`src/rtl/uart_tx_if.sv`:
```
// ============================================================================
//  Module   : uart_tx_if
//  Brief    : Send/Sent handshake, data byte and serial line of uart_tx.
//  Revision : 1.0
// ============================================================================
`default_nettype none

interface uart_tx_if;
    logic       Send;
    logic [7:0] Din;
    logic       Sout;
    logic       Sent;
    logic       busy;

    modport master (output Send, output Din, input Sout, input Sent, input busy);
    modport slave  (input Send, input Din, output Sout, output Sent, output busy);
endinterface

`default_nettype wire

```
`src/rtl/uart_tx.sv`:
```
// ============================================================================
//  Module   : uart_tx
//  Brief    : 8-bit UART transmitter, start/8 data LSB first/parity/stop,
//             four-phase Send/Sent handshake, registered serial output.
//  Revision : 1.0
// ============================================================================
`default_nettype none

module uart_tx #(
    parameter int MAX_CYCLES_COUNT = 5208,
    parameter bit ODD_PARITY       = 1'b1
) (
    input  wire logic clk,
    input  wire logic Reset,
    uart_tx_if.slave  bus
);

    localparam logic [12:0] c_timer_max = 13'(MAX_CYCLES_COUNT);

    typedef enum logic [2:0] {
        S_IDLE  = 3'd0,
        S_START = 3'd1,
        S_BITS  = 3'd2,
        S_PAR   = 3'd3,
        S_STOP  = 3'd4,
        S_ACK   = 3'd5
    } state_t;

    state_t      r_state;
    state_t      w_state_next;
    logic [12:0] r_timer;
    logic [2:0]  r_bit;
    logic [7:0]  r_shift;
    logic        r_parity;
    logic        r_sout;
    logic        r_sent;
    logic        r_busy;
    logic        w_timer_done;
    logic        w_accept;
    logic        w_sout_next;
    logic        w_parity;

    assign w_timer_done = (r_timer == c_timer_max);
    assign w_parity     = ODD_PARITY ? ~^bus.Din : ^bus.Din;

    always_ff @(posedge clk or posedge Reset) begin
        if (Reset) begin
            r_state <= S_IDLE;
        end else begin
            r_state <= w_state_next;
        end
    end

    // Next state plus the value Sout takes one edge later.
    always_comb begin
        w_state_next = r_state;
        w_sout_next  = 1'b1;
        w_accept     = 1'b0;
        case (r_state)
            S_IDLE: begin
                if (bus.Send) begin
                    w_state_next = S_START;
                    w_accept     = 1'b1;
                end
            end
            S_START: begin
                w_sout_next = 1'b0;
                if (w_timer_done) w_state_next = S_BITS;
            end
            S_BITS: begin
                w_sout_next = r_shift[0];
                if (w_timer_done && (r_bit == 3'd7)) w_state_next = S_PAR;
            end
            S_PAR: begin
                w_sout_next = r_parity;
                if (w_timer_done) w_state_next = S_STOP;
            end
            S_STOP: begin
                if (w_timer_done) w_state_next = S_ACK;
            end
            S_ACK: begin
                if (!bus.Send) w_state_next = S_IDLE;
            end
            default: begin
                w_state_next = S_IDLE;
            end
        endcase
    end

    always_ff @(posedge clk or posedge Reset) begin
        if (Reset) begin
            r_timer  <= 13'd0;
            r_bit    <= 3'd0;
            r_shift  <= 8'd0;
            r_parity <= 1'b0;
            r_sout   <= 1'b1;
            r_sent   <= 1'b0;
            r_busy   <= 1'b0;
        end else begin
            if ((r_state == S_IDLE) || (r_state == S_ACK) || w_timer_done) begin
                r_timer <= 13'd0;
            end else begin
                r_timer <= r_timer + 13'd1;
            end

            if ((r_state == S_START) && w_timer_done) begin
                r_bit <= 3'd0;
            end else if ((r_state == S_BITS) && w_timer_done) begin
                r_bit <= r_bit + 3'd1;
            end

            // Parity is taken from the accepted byte since the shifter is consumed.
            if (w_accept) begin
                r_shift  <= bus.Din;
                r_parity <= w_parity;
            end else if ((r_state == S_BITS) && w_timer_done && (r_bit != 3'd7)) begin
                r_shift <= {1'b0, r_shift[7:1]};
            end

            r_sout <= w_sout_next;
            r_sent <= (r_state == S_ACK);
            r_busy <= (r_state == S_START) || (r_state == S_BITS) ||
                      (r_state == S_PAR)   || (r_state == S_STOP);
        end
    end

    assign bus.Sout = r_sout;
    assign bus.Sent = r_sent;
    assign bus.busy = r_busy;

endmodule

`default_nettype wire

```
`src/flat_wrapper.sv`:
```
// flat-port wrapper written by rule: the top's interface ports become plain ports
module uart_tx_flat 
#(
    parameter int MAX_CYCLES_COUNT = 5208,
    parameter bit ODD_PARITY       = 1'b1
)
  (clk, Reset, bus_Send, bus_Din, bus_Sout, bus_Sent, bus_busy);
  uart_tx_if bus_i ();
  input  wire logic clk;
  input  wire logic Reset;
  input wire logic [$bits(bus_i.Send)-1:0] bus_Send;
  input wire logic [$bits(bus_i.Din)-1:0] bus_Din;
  output wire logic [$bits(bus_i.Sout)-1:0] bus_Sout;
  output wire logic [$bits(bus_i.Sent)-1:0] bus_Sent;
  output wire logic [$bits(bus_i.busy)-1:0] bus_busy;
  assign bus_i.Send = bus_Send;
  assign bus_i.Din = bus_Din;
  assign bus_Sout = bus_i.Sout;
  assign bus_Sent = bus_i.Sent;
  assign bus_busy = bus_i.busy;
  uart_tx #(.MAX_CYCLES_COUNT(MAX_CYCLES_COUNT), .ODD_PARITY(ODD_PARITY)) u_core (.clk(clk), .Reset(Reset), .bus(bus_i));
endmodule
```
`config.mk`:
```
export PLATFORM = sky130hd
export DESIGN_NAME = uart_tx_flat
export DESIGN_NICKNAME = d
export VERILOG_FILES = /design/src/rtl/uart_tx_if.sv /design/src/rtl/uart_tx.sv /design/src/flat_wrapper.sv
export SDC_FILE = /design/constraint.sdc
export NUM_CORES = 1
export LEC_CHECK = 0
export BUFFER_PORTS_ARGS = -buffer_cell sky130_fd_sc_hd__buf_2
export CAP_MARGIN = 40
export CORE_AREA = 2 2 61 63
export CTS_CLUSTER_DIAMETER = 60
export DETAILED_ROUTE_END_ITERATION = 12
export DIE_AREA = 0 0 63 65
export GPL_ROUTABILITY_DRIVEN = 0
export HOLD_SLACK_MARGIN = 0.1
export PLACE_DENSITY = 0.67
export SYNTH_ARGS = -nofsm -noshare
export SYNTH_HDL_FRONTEND = slang
export SYNTH_SLANG_ARGS = --single-unit
```
`constraint.sdc`:
```
create_clock -name clk -period 3.79 [get_ports clk]
set_input_delay 0.758 -clock clk [delete_from_list [all_inputs] [get_ports clk]]
set_output_delay 0.758 -clock clk [all_outputs]
set_load 0.02 [all_outputs]
```
==> metrics.cfg <==
[run_status]
status=finished, final reports clean

[worst_setup_path]
timing.rr.end=u_core.r_shift[6]
rrSetupSlack_ns=1.83
path_class=reg2reg
endpoint_kind=flop
rr_startpoint=u_core.r_bit[0]
cp_data_arrival_time_ns=2.17
path_max_fanout=8
required_ns=4.00
start_kind=flop
rr_worst_depth=6

[floorplan]
io_pins=14
core_area_mm2=0.00350
start_util_pct=47.7
die_h_um=65
die_area_mm2=0.00410
floorplan.rows=22
die_w_um=63

[logic_synthesis]
netlist_instances=169
synth_edf_count=0
netlist_area_mm2=0.00167
avgSynthCellArea_um2=9.86
ys_seq_area_share_pct=46.6
syn_nets=184
async_flop_share_pct=100
ys_ff_latch=31
synth_cell_type_count=36
dominantRegCellSynth=dfrtp_1
ys_warn_count=0

[final_layout]
final_cell_area_mm2=0.00184
syn_to_final_growth_pct=10.6
diodes=0
layout-drive-gt1-share_pct=17.3
final_cell_mix=dfrtp_1 (30), nor2_1 (19), nand2_1 (17), xnor2_1 (17)
final_util_pct=52.7
layout.nets=199
layout_commonest_cell=dfrtp_1

[detailed_routing]
first_iter_violations=35
ant_nets=0
drc=0
wirelength_um=2890
via_count=1196
vias_per_cell=5.13
routedWlPerCell_um=12.4
detail_route.first_pass.iterations=4

[power]
sequentialPowerShare_pct=53.9
power_frac_clock_pct=23.7
p_int_mw=0.619
ir_worst_vdd_uv=250
p_leak_nw=0.851
switchingPower_mw=0.290
p_sw_share_pct=31.9
combPwrFrac_pct=22.4
power_density_mw_per_mm2=493

[cts]
clock_latency_ns=0.33
clockBufferDepth=2
numCtsBuffers=5
path_clk_slew_ns=0.09
cts_tree=yes
cts_resized=0
cts_hold_buf=0
h-tree-depth=2
post-cts-setup-buffers=0
cts-root-buf=clkbuf_4
cts_sinks=31

[timing]
setup_tns_ns=0
setup_viol=0
max_slew_margin_pct=66.1
slew_viol_final=0
hold_viol=0
tightestPinTransition_ns=0.508
post-route-period-util_pct=51.7
fmax_mhz=511
fin_skew_ns=0.00507
rsz0062_at_grt=no
setup_slack_ns=1.83
final.min_clock_period_ns=1.96

[place]
port-buffer-count=13
hpwl_um=2080
post-place-ws_ns=1.85
place_area_mm2=0.00177

[grt]
grt_max_degree=32
grt_pass1_wl_um=5330
grt_overflow=0
grt_pass1_vias=1208
grt_usage_pct=17.1
antenna_found_initial=0

[run]
cap_viol_max_count=0

[worst_hold_path]
hp-class=in2async

==> worst max path at each step <==
stage / start / endpoint / slack, ns / cells past startpoint
final: u_core.r_bit[0] / u_core.r_shift[6] / 1.83 / 6
after CTS: u_core.r_bit[0] / u_core.r_shift[6] / 1.79 / 6
after global placement: u_core.r_bit[0] / u_core.r_shift[5] / 1.89 / 6
after floorplan: u_core.r_bit[0] / u_core.r_shift[2] / 2.01 / 6
after global routing: u_core.r_bit[0] / u_core.r_shift[6] / 1.64 / 6
after detailed placement: u_core.r_bit[0] / u_core.r_shift[5] / 1.85 / 6
==> registers in the layout, summed over array words and instances, names as in the netlist <==
signal	count
u_core.r_shift	8
u_core.bus.busy	1
u_core.r_timer	13
u_core.r_bit	3
u_core.bus.Sout	1
u_core.r_state	3
u_core.r_parity	1
u_core.bus.Sent	1
==> routing by layer <==
layer	part of all wire (%)	vias up	global-route usage, %
met4	1.5	0	6.67
met1	45	559	20.3
met3	5.4	4	5.21
li1	-	602	-
met5	0	-	0
met2	48	31	29.0
==> cell usage after synthesis (2+ instances only) <==
cell	count	area share (%)
ha_1	4	3.0
o31ai_1	2	0.90
nand2_1	17	3.8
xnor2_1	17	8.9
nor4b_4	2	2.9
clkbuf_1	5	1.1
a21oi_1	3	0.90
nor2_1	19	4.3
xor2_1	4	2.1
dfrtp_1	30	45
o21ai_0	13	3.9
buf_2	2	0.60
inv_1	9	2.0
mux2i_1	7	4.2
nand4_1	4	1.5
nand3_1	6	1.8
or2_2	2	0.75
a22o_1	2	1.1
nor3_1	4	1.2
==> power groups by stage <==
stage	sequential [mW]	combinational, mW	clock, mW
2_1_floorplan	0.467	0.186	0
3_3_place_gp	0.490	0.198	0
3_5_place_dp	0.496	0.207	0
4_1_cts	0.489	0.210	0.225
5_1_grt	0.503	0.237	0.236
6_report	0.490	0.204	0.215
==> through the flow <==
step,power (mW),cells,hold slack (ns)
global placement,0.688,225,0.491
finish,0.909,233,0.485
floorplan,0.654,169,0.473
detailed placement,0.703,225,0.501
global route,0.977,233,0.530
CTS,0.924,233,0.486
==> cell families after synthesis <==
logic type      Yosys count  share of synthesized area (%)
compound gates           23                           8.26
buf+inv                  17                           4.43
flops                    31                           46.6
mux                       8                           4.88
fa+ha+maj                 4                           3.00
xor+xnor                 21                           11.0
simple gates             65                           21.8
==> worst max-delay path, stage by stage, from the launching register on <==
cell	delay, ns
dfrtp_1	0.41
ha_1	0.21
ha_1	0.19
nor4b_1	0.32
nand4_2	0.34
mux2i_1	0.27
o21ai_0	0.10
==> area by class of cell <==
| type | count | area, µm² |
|---|---|---|
| multi-input cells | 121 | 816 |
| flip-flops and latches | 31 | 777 |
| well taps | 48 | 60.1 |
| clock buffers | 8 | 68.8 |
| inverters | 9 | 33.8 |
| repair buffers | 16 | 87.6 |
| fillers | 331 | 1650 |
Note: power is estimated with default switching activity, not from simulation.
